[src/rtl/rvsteel_bus_adapter_pkg.sv]
// rvsteel_bus_adapter_pkg: shared state encodings, default error word and counter sizing
package rvsteel_bus_adapter_pkg;
  localparam logic [2:0] S_IDLE    = 3'd0;
  localparam logic [2:0] S_RD_WAIT = 3'd1;
  localparam logic [2:0] S_RMW_RD  = 3'd2;
  localparam logic [2:0] S_RMW_WR  = 3'd3;
  localparam logic [2:0] S_WR_WAIT = 3'd4;
  localparam logic [2:0] S_RESP    = 3'd5;
  localparam logic [31:0] ERROR_DATA_DEFAULT = 32'hDEADBEEF;
  // Timeout counter must hold TIMEOUT_CYCLES and is never narrower than 8 bits
  function automatic int unsigned cnt_width(input int unsigned t);
    return ($clog2(t + 1) > 8) ? $clog2(t + 1) : 8;
  endfunction
endpackage

[src/rtl/rvsteel_bus_adapter_byte_merge.sv]
// rvsteel_bus_adapter_byte_merge: per-byte select of new data over old word by strobe
module rvsteel_bus_adapter_byte_merge (
  input  logic [31:0] old_i,
  input  logic [31:0] new_i,
  input  logic [3:0]  strb_i,
  output logic [31:0] merged_o
);
  for (genvar i = 0; i < 4; i++) begin : g_lane
    assign merged_o[8*i+:8] = strb_i[i] ? new_i[8*i+:8] : old_i[8*i+:8];
  end
endmodule

[src/rtl/rvsteel_bus_adapter.sv]
// rvsteel_bus_adapter: core IO bus to word-wide memory bus bridge with RMW, range check and timeout
module rvsteel_bus_adapter
  import rvsteel_bus_adapter_pkg::*;
#(
  parameter int unsigned MEMORY_SIZE    = 4096,
  parameter int unsigned TIMEOUT_CYCLES = 255,
  parameter logic [31:0] ERROR_DATA     = ERROR_DATA_DEFAULT
) (
  input  logic        clk,
  input  logic        reset,
  input  logic [31:0] rw_address,
  input  logic        read_request,
  output logic [31:0] read_data,
  output logic        read_response,
  input  logic [31:0] write_data,
  input  logic [3:0]  write_strobe,
  input  logic        write_request,
  output logic        write_response,
  output logic        mem_read,
  output logic        mem_write,
  output logic [31:0] mem_address,
  output logic [31:0] mem_write_data,
  input  logic [31:0] mem_read_data,
  input  logic        mem_read_valid,
  input  logic        mem_write_ack,
  output logic        bus_error
);
  localparam int unsigned CW = cnt_width(TIMEOUT_CYCLES);
  localparam logic [CW-1:0] TO_LAST = CW'(TIMEOUT_CYCLES);
  logic [2:0] state_q, state_d;
  logic [CW-1:0] cnt_q, cnt_d;
  logic wr_q, wr_d, err_q, err_d;
  logic rresp_q, rresp_d, wresp_q, wresp_d, mrd_q, mrd_d, mwr_q, mwr_d;
  logic [3:0] strb_q, strb_d;
  logic [31:0] wdata_q, wdata_d, rdata_q, rdata_d, addr_q, addr_d, mwdata_q, mwdata_d;
  logic [31:0] merged;
  logic oor, timeout;
  assign oor = rw_address >= MEMORY_SIZE;
  assign timeout = cnt_q == TO_LAST;
  rvsteel_bus_adapter_byte_merge u_byte_merge (
    .old_i   (mem_read_data),
    .new_i   (wdata_q),
    .strb_i  (strb_q),
    .merged_o(merged)
  );
  // Next-state and registered-output decisions for the transaction FSM
  always_comb begin
    state_d  = state_q;
    cnt_d    = cnt_q;
    wr_d     = wr_q;
    err_d    = err_q;
    strb_d   = strb_q;
    wdata_d  = wdata_q;
    rdata_d  = rdata_q;
    addr_d   = addr_q;
    mwdata_d = mwdata_q;
    rresp_d  = 1'b0;
    wresp_d  = 1'b0;
    mrd_d    = 1'b0;
    mwr_d    = 1'b0;
    case (state_q)
      S_IDLE: begin
        if (write_request) begin
          wr_d    = 1'b1;
          addr_d  = {rw_address[31:2], 2'b00};
          wdata_d = write_data;
          strb_d  = write_strobe;
          cnt_d   = '0;
          err_d   = err_q | read_request | oor;
          if (oor || write_strobe == 4'b0000) state_d = S_RESP;
          else if (write_strobe == 4'b1111) begin
            mwr_d    = 1'b1;
            mwdata_d = write_data;
            state_d  = S_WR_WAIT;
          end else begin
            mrd_d   = 1'b1;
            state_d = S_RMW_RD;
          end
        end else if (read_request) begin
          wr_d   = 1'b0;
          addr_d = {rw_address[31:2], 2'b00};
          cnt_d  = '0;
          err_d  = err_q | oor;
          rdata_d = oor ? ERROR_DATA : rdata_q;
          mrd_d   = !oor;
          state_d = oor ? S_RESP : S_RD_WAIT;
        end
      end
      S_RD_WAIT: begin
        if (mem_read_valid) begin
          rdata_d = mem_read_data;
          state_d = S_RESP;
        end else if (timeout) begin
          rdata_d = ERROR_DATA;
          err_d   = 1'b1;
          state_d = S_RESP;
        end else cnt_d = cnt_q + CW'(1);
      end
      S_RMW_RD: begin
        if (mem_read_valid) begin
          mwr_d    = 1'b1;
          mwdata_d = merged;
          cnt_d    = '0;
          state_d  = S_WR_WAIT;
        end else if (timeout) begin
          err_d   = 1'b1;
          state_d = S_RESP;
        end else cnt_d = cnt_q + CW'(1);
      end
      S_WR_WAIT: begin
        if (mem_write_ack) state_d = S_RESP;
        else if (timeout) begin
          err_d   = 1'b1;
          state_d = S_RESP;
        end else cnt_d = cnt_q + CW'(1);
      end
      S_RESP: begin
        rresp_d = !wr_q;
        wresp_d = wr_q;
        state_d = S_IDLE;
      end
      default: state_d = S_IDLE;
    endcase
  end
  // State and output registers; reset aborts any transaction without a response
  always_ff @(posedge clk or negedge reset) begin
    if (!reset) begin
      state_q  <= S_IDLE;
      cnt_q    <= '0;
      wr_q     <= 1'b0;
      err_q    <= 1'b0;
      strb_q   <= '0;
      wdata_q  <= '0;
      rdata_q  <= '0;
      addr_q   <= '0;
      mwdata_q <= '0;
      rresp_q  <= 1'b0;
      wresp_q  <= 1'b0;
      mrd_q    <= 1'b0;
      mwr_q    <= 1'b0;
    end else begin
      state_q  <= state_d;
      cnt_q    <= cnt_d;
      wr_q     <= wr_d;
      err_q    <= err_d;
      strb_q   <= strb_d;
      wdata_q  <= wdata_d;
      rdata_q  <= rdata_d;
      addr_q   <= addr_d;
      mwdata_q <= mwdata_d;
      rresp_q  <= rresp_d;
      wresp_q  <= wresp_d;
      mrd_q    <= mrd_d;
      mwr_q    <= mwr_d;
    end
  end
  assign read_data      = rdata_q;
  assign read_response  = rresp_q;
  assign write_response = wresp_q;
  assign mem_read       = mrd_q;
  assign mem_write      = mwr_q;
  assign mem_address    = addr_q;
  assign mem_write_data = mwdata_q;
  assign bus_error      = err_q;
endmodule

[config.mk]
export PLATFORM = sky130hd
export DESIGN_NAME = rvsteel_bus_adapter
export DESIGN_NICKNAME = d
export VERILOG_FILES = /design/src/rtl/rvsteel_bus_adapter_pkg.sv /design/src/rtl/rvsteel_bus_adapter_byte_merge.sv /design/src/rtl/rvsteel_bus_adapter.sv
export SDC_FILE = /design/constraint.sdc
export NUM_CORES = 1
export LEC_CHECK = 0
export CORE_MARGIN = 3
export CORE_UTILIZATION = 52
export CTS_BUF_LIST = sky130_fd_sc_hd__clkbuf_16
export CTS_CLUSTER_DIAMETER = 150
export DETAILED_ROUTE_END_ITERATION = 7
export HOLD_SLACK_MARGIN = 0.12
export PLACE_DENSITY = 0.93
export SLEW_MARGIN = 0
export SYNTH_ARGS = -nofsm -noshare
export SYNTH_HDL_FRONTEND = slang
export SYNTH_SLANG_ARGS = --single-unit
[constraint.sdc]
create_clock -name clk -period 2.55 [get_ports clk]
set_input_delay 0.3825 -clock clk [delete_from_list [all_inputs] [get_ports clk]]
set_output_delay 0.3825 -clock clk [all_outputs]
set_load 0.1 [all_outputs]
==> flow_summary.yaml, run 1 <==
route:
  vias_per_cell: 5.67
  wire_per_inst_um: 19.1
  firstDrtPassIters: 5
  first_iter_violations: 429
  vias: 5945
  drc_errors: 0
  ant_nets: 0
  wl_mm: 20.0
cts:
  clkTransAtPathRegs_ps: 60
  insertion_delay_ps: 420
  clockRootBuffer: "clkbuf_16"
  htreeDepth: 4
  cts_tree: "built"
  post_cts_buffers: 0
  cts_made_buffers: 17
  post_cts_resized: 0
  cts_max_path_buffers: 2
  clock-sinks: 147
worst_setup_path:
  r2r_cells: 6
  cp.arrival_ps: 2480
  rrSetupSlack_ps: 400
  end_kind: "flop"
  worst-path-max-fanout: 33
  start_kind: "flop"
  critPathKind: "reg2reg"
  required_ps: 2880
placed_design:
  place_inst: 1016
  dp_hpwl_mm: 13.8
  place_congestion: 0.889
  io_buffers: 202
  dp_slack_ps: 92.3
pwr:
  sw_frac_of_total: 0.480
  p_int_mw: 6.56
  power_density_nw_per_um2: 1280
  p_clk_frac: 0.211
  p_seq_frac: 0.301
  comb_power_share: 0.488
  power.leakage_nw: 4.42
  p_sw_mw: 6.05
  peakVddDrop_mv: 1.05
yosys:
  synth-async-reset-ratio: 1.00
  yosysUniqueCellTypes: 58
  synth-seq-cells: 147
  ys.flop_type: "dfrtp_1"
  synthCells: 660
  synth_edf_count: 0
  avgSynthCellArea_um2: 10.9
  yosysWarnings: 0
  syn_area_um2: 7220
  yosysSeqAreaShare: 0.510
global_route:
  grt_pass1_vias: 6157
  overflow: 0
  grt_max_degree: 70
  antenna_found_initial: 0
  grt_pass1_wl_mm: 31.5
  grt_use_total: 0.267
final_layout:
  multi_input_area_um2: 3080
  num_antenna_cells: 0
  final_cell_count_no_fill: 1048
  fill_cells: 914
  register_area_um2: 3680
  nets: 967
  area_growth_pct: 36.1
  drive_gt1_frac: 0.256
timing:
  slew_headroom: 0.569
  tns_ps: 0
  setup_viol: 0
  worst_slack_ps: 401
  period_needed_ps: 2150
  post-route-period-util: 0.843
  hold_violations: 0
  maxSlewViolCount: 0
  max_freq_mhz: 465
  worstMarginPinSlew_ps: 647
  skew_ps: 6.12
  grt_setup_unrepaired: "no"
die:
  die-area_um2: 15300
  die_h_um: 124
  dieWidth_um: 124
  rows: 42
  coreArea_um2: 13400
  pin_count: 207
  start_util: 0.539
run_status:
  status: "completed"
worst_hold_path:
  min_path_cells: 1
  hold_path_class: "reg2reg"
job:
  maxCapViolCount: 0
state kept, by name, summed over array words and instances, names as in the netlist:
name,flops
write_response,1
strb_q,4
mem_address,30
wr_q,1
wdata_q,32
mem_write_data,32
state_q,3
mem_read,1
read_data,32
bus_error,1
cnt_q,8
read_response,1
mem_write,1
Yosys cell counts (3+ instances only):
cell	count	area, um^2
mux2i_1	64	641
o31ai_1	14	105
or4_1	5	37.5
buf_4	4	30.0
o21ai_0	33	165
nand2_1	58	218
nor4_1	29	181
a211oi_1	25	188
o21ai_1	5	25.0
buf_2	20	100
nand3_1	4	20.0
mux2_1	7	78.8
clkbuf_1	16	60.1
buf_8	3	45.0
buf_6	3	33.8
a21o_1	11	82.6
nor2_1	33	124
a21oi_1	9	45.0
dfrtp_1	147	3680
nand2b_1	3	18.8
inv_1	59	221
mux2_2	59	664
nor3_1	4	20.0
per-stage QoR:
step           cell area [um^2]  hold WS, ps  total power, mW  utilization
5_1_grt                    9820          476             13.1        0.733
3_3_place_gp               9190          437             9.81        0.686
6_report                   9820          466             12.6        0.733
2_1_floorplan              7220         86.9             8.47            -
4_1_cts                    9820          465             12.7        0.733
3_5_place_dp               9190          431             9.95        0.686
power by group through the flow:
stage,Sequential (mW),Clock (mW),Combinational [mW]
2_1_floorplan,6.72,0,1.74
3_3_place_gp,3.76,0,6.05
3_5_place_dp,3.80,0,6.15
4_1_cts,3.78,2.70,6.18
5_1_grt,3.89,2.81,6.40
6_report,3.79,2.67,6.15
metal layers:
layer | GRT usage | share of wire | up-vias
met5 | 0 | 0 | -
met4 | 0.102 | 0.025 | 0
met3 | 0.0727 | 0.077 | 47
met2 | 0.449 | 0.50 | 229
met1 | 0.328 | 0.40 | 2950
li1 | - | - | 2719
kinds of logic after synthesis:
kind of cell / share of synthesized area
flip-flops: 0.510
AO/OA/AOI/OAI: 0.102
multiplexers: 0.192
other: 0.000519
buffers and inverters: 0.0679
adder cells (fa/ha/maj): 0.00312
XOR/XNOR: 0.00121
AND/OR/NAND/NOR: 0.124
critical path, cell delays in order (launching register included):
cell and delay [ps]:
dfrtp_1 550, buf_4 250, nor4b_4 350, nand4_4 150, o21ai_4 170, buf_12 290
mux2i_1 280
final cells by class:
class | count | share of cell area
Sequential cell | 147 | 0.374
Multi-Input combinational cell | 409 | 0.313
Timing Repair Buffer | 226 | 0.204
Clock buffer | 17 | 0.0433
Inverter | 59 | 0.0225
Tap cell | 176 | 0.0224
Clock inverter | 14 | 0.0199
layout by cell type (no fill, tap or decap), types with 5 or more instances in the layout:
cell,synthesis,layout
o31ai_1,14,14
mux2_1,7,7
inv_1,59,61
nor4_1,29,29
o21ai_0,33,33
clkdlybuf4s50_1,0,102
nand2_1,58,58
a21o_1,11,11
nor2_1,33,33
buf_4,4,118
a21oi_1,9,9
a211oi_1,25,25
bufinv_16,0,5
clkbuf_16,0,17
mux2i_1,64,64
or4_1,5,5
o21ai_1,5,5
dfrtp_1,147,147
mux2_2,59,59
final timing paths:
check,from,to
hold reg to reg,wr_q$_DFFE_PN0P_,read_response$_DFF_PN0_
setup / recovery,state_q[2]$_DFFE_PN0N_,mem_write_data[7]$_DFFE_PN0P_
min in group asynchronous,reset,mem_write_data[0]$_DFFE_PN0P_
hold / removal,wr_q$_DFFE_PN0P_,read_response$_DFF_PN0_
setup reg to reg,state_q[2]$_DFFE_PN0N_,mem_write_data[7]$_DFFE_PN0P_
max in group asynchronous,reset,read_data[23]$_DFFE_PN0P_
repair_timing:
action	CTS	global route
hold buffers	1	0
setup endpoints to repair	0	0
hold endpoints to repair	65	0
(Power assumes the default switching activity.)
==> inputs of run 2 (changes only) <==
--- a/config.mk
+++ b/config.mk
@@ -6,12 +6,12 @@
 export NUM_CORES = 1
 export LEC_CHECK = 0
 export CORE_MARGIN = 3
-export CORE_UTILIZATION = 52
+export CORE_UTILIZATION = 44
 export CTS_BUF_LIST = sky130_fd_sc_hd__clkbuf_16
 export CTS_CLUSTER_DIAMETER = 150
 export DETAILED_ROUTE_END_ITERATION = 7
 export HOLD_SLACK_MARGIN = 0.12
-export PLACE_DENSITY = 0.93
+export PLACE_DENSITY = 0.85
 export SLEW_MARGIN = 0
 export SYNTH_ARGS = -nofsm -noshare
 export SYNTH_HDL_FRONTEND = slang
==> constraint.sdc (replaced) <==
create_clock -name clk -period 1.9 [get_ports clk]
set_input_delay 0.285 -clock clk [delete_from_list [all_inputs] [get_ports clk]]
set_output_delay 0.285 -clock clk [all_outputs]
set_load 0.1 [all_outputs]
==> run 2 against run 1 <==
Combinational power increased by 39%; register-to-register slack worse by 330 ps; utilization down 9.3 points; wire length grew 1.0%; sequential share of layout area fell by 1.4 points; worst hold slack got worse by 130 ps; setup slack worse by 390 ps; critical path depth grew 2; non-clock buffer count grew 32; largest cell class unchanged; highest routed layer unchanged.
==> flow_summary.yaml, run 2 (synthesis gave the netlist of run 1 again) <==
job:
  maxCapViolCount: 0
cts:
  cts_made_buffers: 17
  cts_max_path_buffers: 2
  clockRootBuffer: "clkbuf_16"
  insertion_delay_ps: 420
  clock-sinks: 147
  htreeDepth: 4
  clkTransAtPathRegs_ps: 60
  cts_tree: "built"
final_layout:
  register_area_um2: 3680
  drive_gt1_frac: 0.308
  fin_area_um2: 10200
  final_cell_count_no_fill: 1120
  nets: 999
  mostFrequentLayoutCells: "146 x buf_4, 144 x dfrtp_1, 102 x clkdlybuf4s50_1, 64 x mux2i_1"
  num_antenna_cells: 0
  final_common_cell: "buf_4"
  fill_cells: 1237
  final_core_util: 0.640
  area_growth_pct: 41.4
  multi_input_area_um2: 3160
die:
  pin_count: 207
  dieWidth_um: 134
  die_h_um: 134
  rows: 46
  die-area_um2: 18000
  start_util: 0.453
  coreArea_um2: 15900
timing:
  period_needed_ps: 1890
  skew_ps: 10.6
  post-route-period-util: 0.993
  hold_violations: 0
  slew_headroom: 0.573
  max_freq_mhz: 530
  setup_viol: 0
  grt_setup_unrepaired: "yes"
  maxSlewViolCount: 0
  worstMarginPinSlew_ps: 641
  worst_slack_ps: 13.9
route:
  drc_errors: 0
  first_iter_violations: 300
  vias_per_cell: 5.39
  wire_per_inst_um: 18.1
  vias: 6034
  ant_nets: 0
  firstDrtPassIters: 4
  wl_mm: 20.2
pwr:
  power_density_nw_per_um2: 1670
  power_mw: 17.0
  peakVddDrop_mv: 1.68
  power.leakage_nw: 4.58
worst_setup_path:
  crit_chain: "clkdlybuf4s50_1, nor4_1, buf_4, nand3_2, buf_4, buf_4, nor4_1, a211oi_2"
  worst-path-max-fanout: 16
  crit_top_cell: "buf_4"
  start_kind: "input pin"
  cp.arrival_ps: 2180
  crit_slowest_cell: "clkdlybuf4s50_1"
  slowest_delay_ps: 430
  critPathKind: "in2reg"
  required_ps: 2190
  end_kind: "flop"
placed_design:
  place_congestion: 0.890
  place_inst: 1083
  dp_slack_ps: -341
  io_buffers: 202
  placed_area_um2: 9480
  dp_hpwl_mm: 14.4
run_status:
  status: "completed"
global_route:
  grt_pass1_vias: 6215
  grt_pass1_wl_mm: 31.9
  antenna_found_initial: 0
  grt_max_degree: 64
  grt_use_total: 0.223
  overflow: 0
worst_hold_path:
  hold_path_class: "in2async"
## run 2: cell types whose count changed in the layout (fill, tap and decap cells not counted), sizes merged
cell,before,now
bufinv,5,3
clkinvlp,2,1
clkinv,5,8
buf,123,155
## run 2: timing repair
action / 4_1_cts / 5_1_grt
hold buffers: 1 / 0
pin swaps: 1 / 1
hold endpoints to repair: 65 / 0
setup buffers: 1 / 4
resized for setup: 1 / 20
setup endpoints to repair: 5 / 95
## run 2: final cells by class
type / count / area share
Clock buffer: 17 / 0.0417
Clock inverter: 14 / 0.0158
Inverter: 59 / 0.0217
Multi-Input combinational cell: 409 / 0.309
Sequential cell: 147 / 0.361
Tap cell: 216 / 0.0265
Timing Repair Buffer: 258 / 0.224
## run 2: through the flow
stage	setup TNS, ps	hold WS, ps
6_report	0	340
5_1_grt	-581	370
4_1_cts	0	338
3_5_place_dp	-20280	215
3_3_place_gp	-14880	213
2_1_floorplan	0	-10.6
## run 2: power breakdown
part           switching [mW]  total [mW]  internal, mW
Sequential              0.908        5.09          4.18
Clock                    1.32        3.37          2.05
Combinational            6.01        8.53          2.52
## run 2: metal layers
metal	vias to the layer above	wire, um	global-route usage
met5	-	0	0
met3	26	1250	0.0521
met1	3014	8480	0.281
met4	0	436	0.0718
met2	203	10100	0.382
li1	2791	-	-
## run 2: path summary, 6_finish.rpt
path / cells past startpoint / startpoint / slack, ps / to
worst max-delay path: 8 / rw_address[19] / 10 / read_data[5]$_DFFE_PN0P_
worst min-delay path: 2 / reset / 340 / wdata_q[2]$_DFFE_PN0P_
worst max register to register: 6 / cnt_q[0]$_DFFE_PN0P_ / 70 / cnt_q[5]$_DFFE_PN0P_
worst min register to register: 1 / wr_q$_DFFE_PN0P_ / 480 / read_response$_DFF_PN0_
max in group asynchronous: 3 / reset / 980 / state_q[0]$_DFFE_PN0N_
min in group clk: 2 / rw_address[7] / 480 / mem_address[7]$_DFFE_PN0P_
## run 2: worst max-delay path, delay by kind of cell
family / cells / cell delay, ps
buf+inv: 4 / 1000
simple gates: 3 / 820
compound gates: 1 / 60
==> inputs of run 3 (changes only) <==
--- a/config.mk
+++ b/config.mk
@@ -10,6 +10,7 @@
 export CTS_BUF_LIST = sky130_fd_sc_hd__clkbuf_16
 export CTS_CLUSTER_DIAMETER = 150
 export DETAILED_ROUTE_END_ITERATION = 7
+export GPL_ROUTABILITY_DRIVEN = 0
 export HOLD_SLACK_MARGIN = 0.12
 export PLACE_DENSITY = 0.85
 export SLEW_MARGIN = 0
==> results of run 3 <==
No change in the layout: final DEF, timing and power equal those of run 2.
